**src/rtl/multiband_equalizer.sv**
```systemverilog
`default_nettype none
// +----------------------------------------------------------------------------+
// | Module      : multiband_equalizer                                          |
// | Description : N-band audio equalizer. A cascade of one-pole shift low-pass |
// |               filters splits each accepted sample into complementary bands |
// |               that are weighted by programmable signed fixed-point gains   |
// |               in a time-multiplexed MAC. Gains are written byte-wise into  |
// |               staging registers and committed only when a sample is taken. |
// |               Build option EQ_SATURATE_EN: clamp the result to the DATA_W  |
// |               range instead of wrapping it.                                |
// | Revision    : 1.0  initial release                                         |
// +----------------------------------------------------------------------------+
module multiband_equalizer #(
  parameter int DATA_W    = 24,
  parameter int NUM_BANDS = 4,
  parameter int GAIN_W    = 24,
  parameter int FRAC_W    = 4
) (
  input  logic              clk,
  input  logic              rst_n,
  input  logic              we,
  input  logic [7:0]        addr,
  input  logic [7:0]        data_in,
  input  logic [DATA_W-1:0] audio_in,
  input  logic              in_valid,
  output logic              in_ready,
  output logic [DATA_W-1:0] audio_out,
  output logic              out_valid
);

  localparam int SW     = DATA_W + 2;           // filter state width
  localparam int BYTES  = GAIN_W / 8;           // bytes per gain register
  localparam int IDX_W  = $clog2(NUM_BANDS);
  localparam int PROD_W = SW + GAIN_W;
  localparam int ACC_W  = PROD_W + IDX_W;
  localparam logic [GAIN_W-1:0] UNITY = GAIN_W'(1) << FRAC_W;
  localparam logic [IDX_W-1:0]  LAST  = IDX_W'(NUM_BANDS - 1);

  typedef enum logic [1:0] {
    S_IDLE = 2'd0,
    S_FILT = 2'd1,
    S_MAC  = 2'd2
  } state_t;

  state_t                   state_q, state_d;
  logic [IDX_W-1:0]         idx_q, idx_d;
  logic [GAIN_W-1:0]        gain_stg_q [NUM_BANDS];
  logic [GAIN_W-1:0]        gain_act_q [NUM_BANDS];
  logic                     byp_stg_q, byp_act_q;
  logic signed [SW-1:0]     lf_q [NUM_BANDS];  // lf_q[0] holds the captured sample
  logic signed [ACC_W-1:0]  acc_q;
  logic [DATA_W-1:0]        audio_out_q;
  logic                     out_valid_q;

  logic                     w_accept;
  logic                     w_mac_last;
  logic [IDX_W-1:0]         w_prev_idx;
  logic [IDX_W-1:0]         w_next_idx;
  logic signed [SW-1:0]     w_diff;
  logic signed [SW-1:0]     w_filt;
  logic signed [SW-1:0]     w_band;
  logic signed [PROD_W-1:0] w_band_x;
  logic signed [PROD_W-1:0] w_gain_x;
  logic signed [PROD_W-1:0] w_prod;
  logic signed [ACC_W-1:0]  w_sum;
  logic [DATA_W-1:0]        w_eq;
  logic [DATA_W-1:0]        w_result;

  // FSM next state, band index sequencing and the ready handshake
  always_comb begin
    state_d    = state_q;
    idx_d      = idx_q;
    in_ready   = 1'b0;
    w_accept   = 1'b0;
    w_mac_last = 1'b0;
    case (state_q)
      S_IDLE: begin
        in_ready = 1'b1;
        if (in_valid) begin
          w_accept = 1'b1;
          state_d  = S_FILT;
          idx_d    = IDX_W'(1);
        end
      end
      S_FILT: begin
        if (idx_q == LAST) begin
          state_d = S_MAC;
          idx_d   = '0;
        end else begin
          idx_d = idx_q + IDX_W'(1);
        end
      end
      S_MAC: begin
        if (idx_q == LAST) begin
          w_mac_last = 1'b1;
          state_d    = S_IDLE;
          idx_d      = '0;
        end else begin
          idx_d = idx_q + IDX_W'(1);
        end
      end
      default: begin
        state_d = S_IDLE;
        idx_d   = '0;
      end
    endcase
  end

  // Filter step, band extraction and one MAC product for the current index
  always_comb begin
    w_prev_idx = idx_q - IDX_W'(1);
    w_next_idx = (idx_q == LAST) ? idx_q : idx_q + IDX_W'(1);
    // Stage k chases the freshly updated stage k-1 with a shift of k
    w_diff     = lf_q[w_prev_idx] - lf_q[idx_q];
    w_filt     = lf_q[idx_q] + (w_diff >>> idx_q);
    // Last band is the final low-pass output, others are adjacent differences
    w_band     = (idx_q == LAST) ? lf_q[idx_q] : (lf_q[idx_q] - lf_q[w_next_idx]);
    w_band_x   = {{GAIN_W{w_band[SW-1]}}, w_band};
    w_gain_x   = {{SW{gain_act_q[idx_q][GAIN_W-1]}}, gain_act_q[idx_q]};
    w_prod     = w_band_x * w_gain_x;
    w_sum      = acc_q + {{IDX_W{w_prod[PROD_W-1]}}, w_prod};
  end

`ifdef EQ_SATURATE_EN
  localparam logic signed [ACC_W-1:0] SAT_MAX = {{(ACC_W-DATA_W+1){1'b0}}, {(DATA_W-1){1'b1}}};
  localparam logic signed [ACC_W-1:0] SAT_MIN = {{(ACC_W-DATA_W+1){1'b1}}, {(DATA_W-1){1'b0}}};
  logic signed [ACC_W-1:0] w_shift;

  // Floor-scale the sum and clamp it into the signed output range
  always_comb begin
    w_shift = w_sum >>> FRAC_W;
    if (w_shift > SAT_MAX) begin
      w_eq = {1'b0, {(DATA_W-1){1'b1}}};
    end else if (w_shift < SAT_MIN) begin
      w_eq = {1'b1, {(DATA_W-1){1'b0}}};
    end else begin
      w_eq = w_shift[DATA_W-1:0];
    end
  end
`else
  // Floor-scale the sum and keep the low DATA_W bits (two's-complement wrap)
  assign w_eq = w_sum[FRAC_W +: DATA_W];
`endif

  assign w_result  = byp_act_q ? lf_q[0][DATA_W-1:0] : w_eq;
  assign audio_out = audio_out_q;
  assign out_valid = out_valid_q;

  // FSM state and band index registers
  always_ff @(posedge clk or negedge rst_n) begin
    if (!rst_n) begin
      state_q <= S_IDLE;
      idx_q   <= '0;
    end else begin
      state_q <= state_d;
      idx_q   <= idx_d;
    end
  end

  // Byte-wide writes into the staging copies of control and gains
  always_ff @(posedge clk or negedge rst_n) begin
    if (!rst_n) begin
      byp_stg_q <= 1'b0;
      for (int k = 0; k < NUM_BANDS; k++) gain_stg_q[k] <= UNITY;
    end else if (we) begin
      if (addr == 8'd0) byp_stg_q <= data_in[0];
      for (int k = 0; k < NUM_BANDS; k++) begin
        for (int b = 0; b < BYTES; b++) begin
          if (addr == 8'(1 + k*BYTES + b)) gain_stg_q[k][8*b +: 8] <= data_in;
        end
      end
    end
  end

  // Active settings change only on a sample accept, so a sample never sees a half-written gain
  always_ff @(posedge clk or negedge rst_n) begin
    if (!rst_n) begin
      byp_act_q <= 1'b0;
      for (int k = 0; k < NUM_BANDS; k++) gain_act_q[k] <= UNITY;
    end else if (w_accept) begin
      byp_act_q  <= byp_stg_q;
      gain_act_q <= gain_stg_q;
    end
  end

  // Capture the sample on accept, then advance one filter stage per FILT cycle
  always_ff @(posedge clk or negedge rst_n) begin
    if (!rst_n) begin
      for (int k = 0; k < NUM_BANDS; k++) lf_q[k] <= '0;
    end else if (w_accept) begin
      lf_q[0] <= {{2{audio_in[DATA_W-1]}}, audio_in};
    end else if (state_q == S_FILT) begin
      lf_q[idx_q] <= w_filt;
    end
  end

  // Accumulate band products and publish the result on the last MAC cycle
  always_ff @(posedge clk or negedge rst_n) begin
    if (!rst_n) begin
      acc_q       <= '0;
      audio_out_q <= '0;
      out_valid_q <= 1'b0;
    end else begin
      out_valid_q <= 1'b0;
      if (w_accept) begin
        acc_q <= '0;
      end else if (state_q == S_MAC) begin
        acc_q <= w_sum;
        if (w_mac_last) begin
          audio_out_q <= w_result;
          out_valid_q <= 1'b1;
        end
      end
    end
  end

endmodule
`default_nettype wire

```
**config.mk**
```make
export PLATFORM = sky130hd
export DESIGN_NAME = multiband_equalizer
export DESIGN_NICKNAME = d
export VERILOG_FILES = /design/src/rtl/multiband_equalizer.sv
export SDC_FILE = /design/constraint.sdc
export NUM_CORES = 2
export LEC_CHECK = 0
export BUFFER_PORTS_ARGS = -buffer_cell sky130_fd_sc_hd__buf_4
export CAP_MARGIN = 20
export CORE_AREA = 2 2 253 255
export CTS_CLUSTER_DIAMETER = 150
export DETAILED_ROUTE_END_ITERATION = 8
export DIE_AREA = 0 0 255 257
export PLACE_DENSITY = 0.72
export SYNTH_ARGS = -nofsm -noshare
export SYNTH_HDL_FRONTEND = slang
export SYNTH_SLANG_ARGS = --single-unit
```
**constraint.sdc**
```tcl
create_clock -name clk -period 12.8 [get_ports clk]
set_input_delay 0.64 -clock clk [delete_from_list [all_inputs] [get_ports clk]]
set_output_delay 0.64 -clock clk [all_outputs]
set_load 0.02 [all_outputs]
```
==> key figures <==
Setup path
  • R2r setup slk: 1.04 ns
  • Crit Path Class: flop to flop
  • Buffers & Inverters on Critical Path: 6
  • CP startpoint kind: flop
  • FF-to-FF path depth: ~40
  • Most frequent CP cell: fa_1
  • Worst Path Arrival: between 10 and 15 ns
  • Worst Setup End Kind: flop
  • Largest stage delay, worst path: approximately 0.56 ns
  • CP Data Required Time: between 10 and 15 ns
  • CP max-delay cell: mux4_2
  • Critical Path Stages: around 40
  • Worst-path fanout max: 18
  • Crit path max-delay family: adder cells

Placed design
  • Port Buffer Count: between 60 and 70
  • RePlAce Congestion: ~0.97
  • HPWL after DPL: ~69 mm

Clock tree
  • Post-CTS Resized: 0
  • Clock slew at reported path FFs: approximately 0.060 ns
  • Post-CTS Hold Buffers: 0
  • CTS max path bufs: 3
  • Clk_lat worst skew: 0.59 ns
  • Postcts setup bufs: 0
  • CTS tree: done
  • CTS sink cnt: around 360
  • CTS H-tree lvls: 2
  • CTS buffer count: 40
  • Root buf cell: clkbuf_16

Synthesis
  • Syn Inst Count: about 3700
  • EDFF count, synth: 0
  • Yosys top cell by area: dfrtp_1
  • Top_reg_cell synth: dfrtp_1
  • Most frequent cells after synthesis: nand2_1 (651), inv_1 (473), nor2_1 (352)
  • Sequential share of the synthesized area: between 20% and 30%
  • Largest cells by area after synthesis: dfrtp_1 (25%), fa_1 (18%), ha_1 (8.1%), nand2_1 (7.2%), mux4_2 (5.8%)
  • Async SR Flop Fraction: between 90% and 100%
  • Yosys warning total: 0
  • Syn_nets: 4273
  • Mapped Area: 34100 sq um
  • Register bit total from synthesis: around 360
  • Synthesized area per cell: 9.22 sq um
  • Netlist cell types: just over 70
  • Share of the synthesized area in the top cell type: between 20% and 30%
  • Count leader, synth: nand2_1

Die
  • Die Y: between 200 and 300 um
  • I/O Pins: 70
  • CORE AREA: 62700 sq um
  • Full die area: around 66000 sq um
  • # rows: 92
  • Die width: between 200 and 300 um
  • Initial core utilization: a little over half

Finish
  • Share of cells above drive strength 1: between 10% and 20%
  • Final #Nets: approximately 4300
  • P&R area growth vs syn: 7.99%

STA
  • Final setup viols: 0
  • Slew Limit Fails: 0
  • Crit share post-route: between 90% and 100%
  • Total negative slack: 0 ns
  • Fmax: around 85 MHz
  • Slew @ Worst Pin: between 1 and 1.5 ns
  • Final hold violations: 0
  • Slew HR: between 10% and 20%
  • Post-route minimum period: ~12 ns
  • Fin Clk Skew: ~0.028 ns
  • Unrepaired setup endpoints after global routing: no

Global route
  • First-pass GRT wire length: between 100 and 150 mm
  • Total track usage: 28.7%
  • Total grt overflow: 0
  • Largest net degree at the start of global routing: 119
  • Initial antenna violation count: 0
  • Vias in the first global route: around 27000

Hold path
  • Min-delay worst type: input port to asynchronous set/reset pin

Route
  • Vias per cell: 5.77
  • Vias: ~26000
  • DRT antenna net count: 0
  • 1st-pass router iterations: 5
  • Drt total wl: ~91 mm
  • Drt drc: 0
  • Initial DRC Count: roughly 2100
  • Wirelength per Cell: between 15 and 20 um

Job
  • Max_cap viols: 0

Run status
  • Outcome: complete, no violations
## flip-flops by register name (all words and copies together) (netlist names)
signal / flops
byp_stg_q: 1
gain_stg_q: 96
acc_q: 28
lf_q: 104
audio_out: 24
idx_q: 2
out_valid: 1
byp_act_q: 1
gain_act_q: 96
state_q: 2
## kinds of logic after synthesis
| logic type | count (synthesis) | share of synthesized area [%] |
|---|---|---|
| xor+xnor | 143 | 3.96 |
| mux | 317 | 13.0 |
| simple gates | 1190 | 14.4 |
| fa+ha+maj | 527 | 26.0 |
| flops | 355 | 26.1 |
| compound gates | 533 | 9.44 |
| buf+inv | 637 | 7.14 |
## worst paths after layout
path,startpoint,endpoint
max,idx_q[1],acc_q[27]
min,rst_n,lf_q[66]
max reg2reg,idx_q[1],acc_q[27]
min reg2reg,gain_stg_q[28],gain_act_q[28]
max in group asynchronous,rst_n,gain_act_q[71]
min in group clk,in_valid,state_q[0]
## metal layers
| layer | routed length [um] | up-vias | global-route usage, % |
|---|---|---|---|
| li1 | - | 12100 | - |
| met5 | 0 | - | 0 |
| met1 | 38500 | 13200 | 40.3 |
| met2 | 42500 | 952 | 45.4 |
| met4 | 3480 | 0 | 10.7 |
| met3 | 6640 | 181 | 4.12 |
## per-stage QoR
stage                     worst slack, ns  cell area, sq um  hold WS [ns]  std cells  utilization (%)
final                                1.04             36900        0.0998       4582             58.8
after global routing                0.244             36900         0.165       4581             58.7
after CTS                            1.10             36900         0.164       4581             58.7
after detailed placement             1.12             35500         0.444       4507             56.6
after global placement               1.36             35500         0.437       4507             56.6
after floorplan                     0.117             34100         0.344       3702                -
## placed cells by master (no fill, tap or decap), types with 58 or more instances in the layout
cell,instances
buf_4,121
dfrtp_1,345
fa_1,305
a21o_1,58
xnor2_1,90
mux2_2,131
mux4_2,88
mux2i_1,97
a21oi_1,128
o21ai_0,166
inv_1,473
nand2_1,650
ha_1,218
nor2_1,352
## layout make-up
cell class                      count  area, sq um
Multi-Input combinational cell   2710        22800
Inverter                          474         1780
Timing Repair Buffer              122          923
Fill cell                        5486        25900
Clock inverter                     22          283
Tap cell                          846         1060
Antenna cell                        1         2.50
Sequential cell                   355         8900
Clock buffer                       52         1080
Power is left out: the tool's default activity adds up to more than one toggle a clock period on the data nets, which glitch-free logic cannot reach.
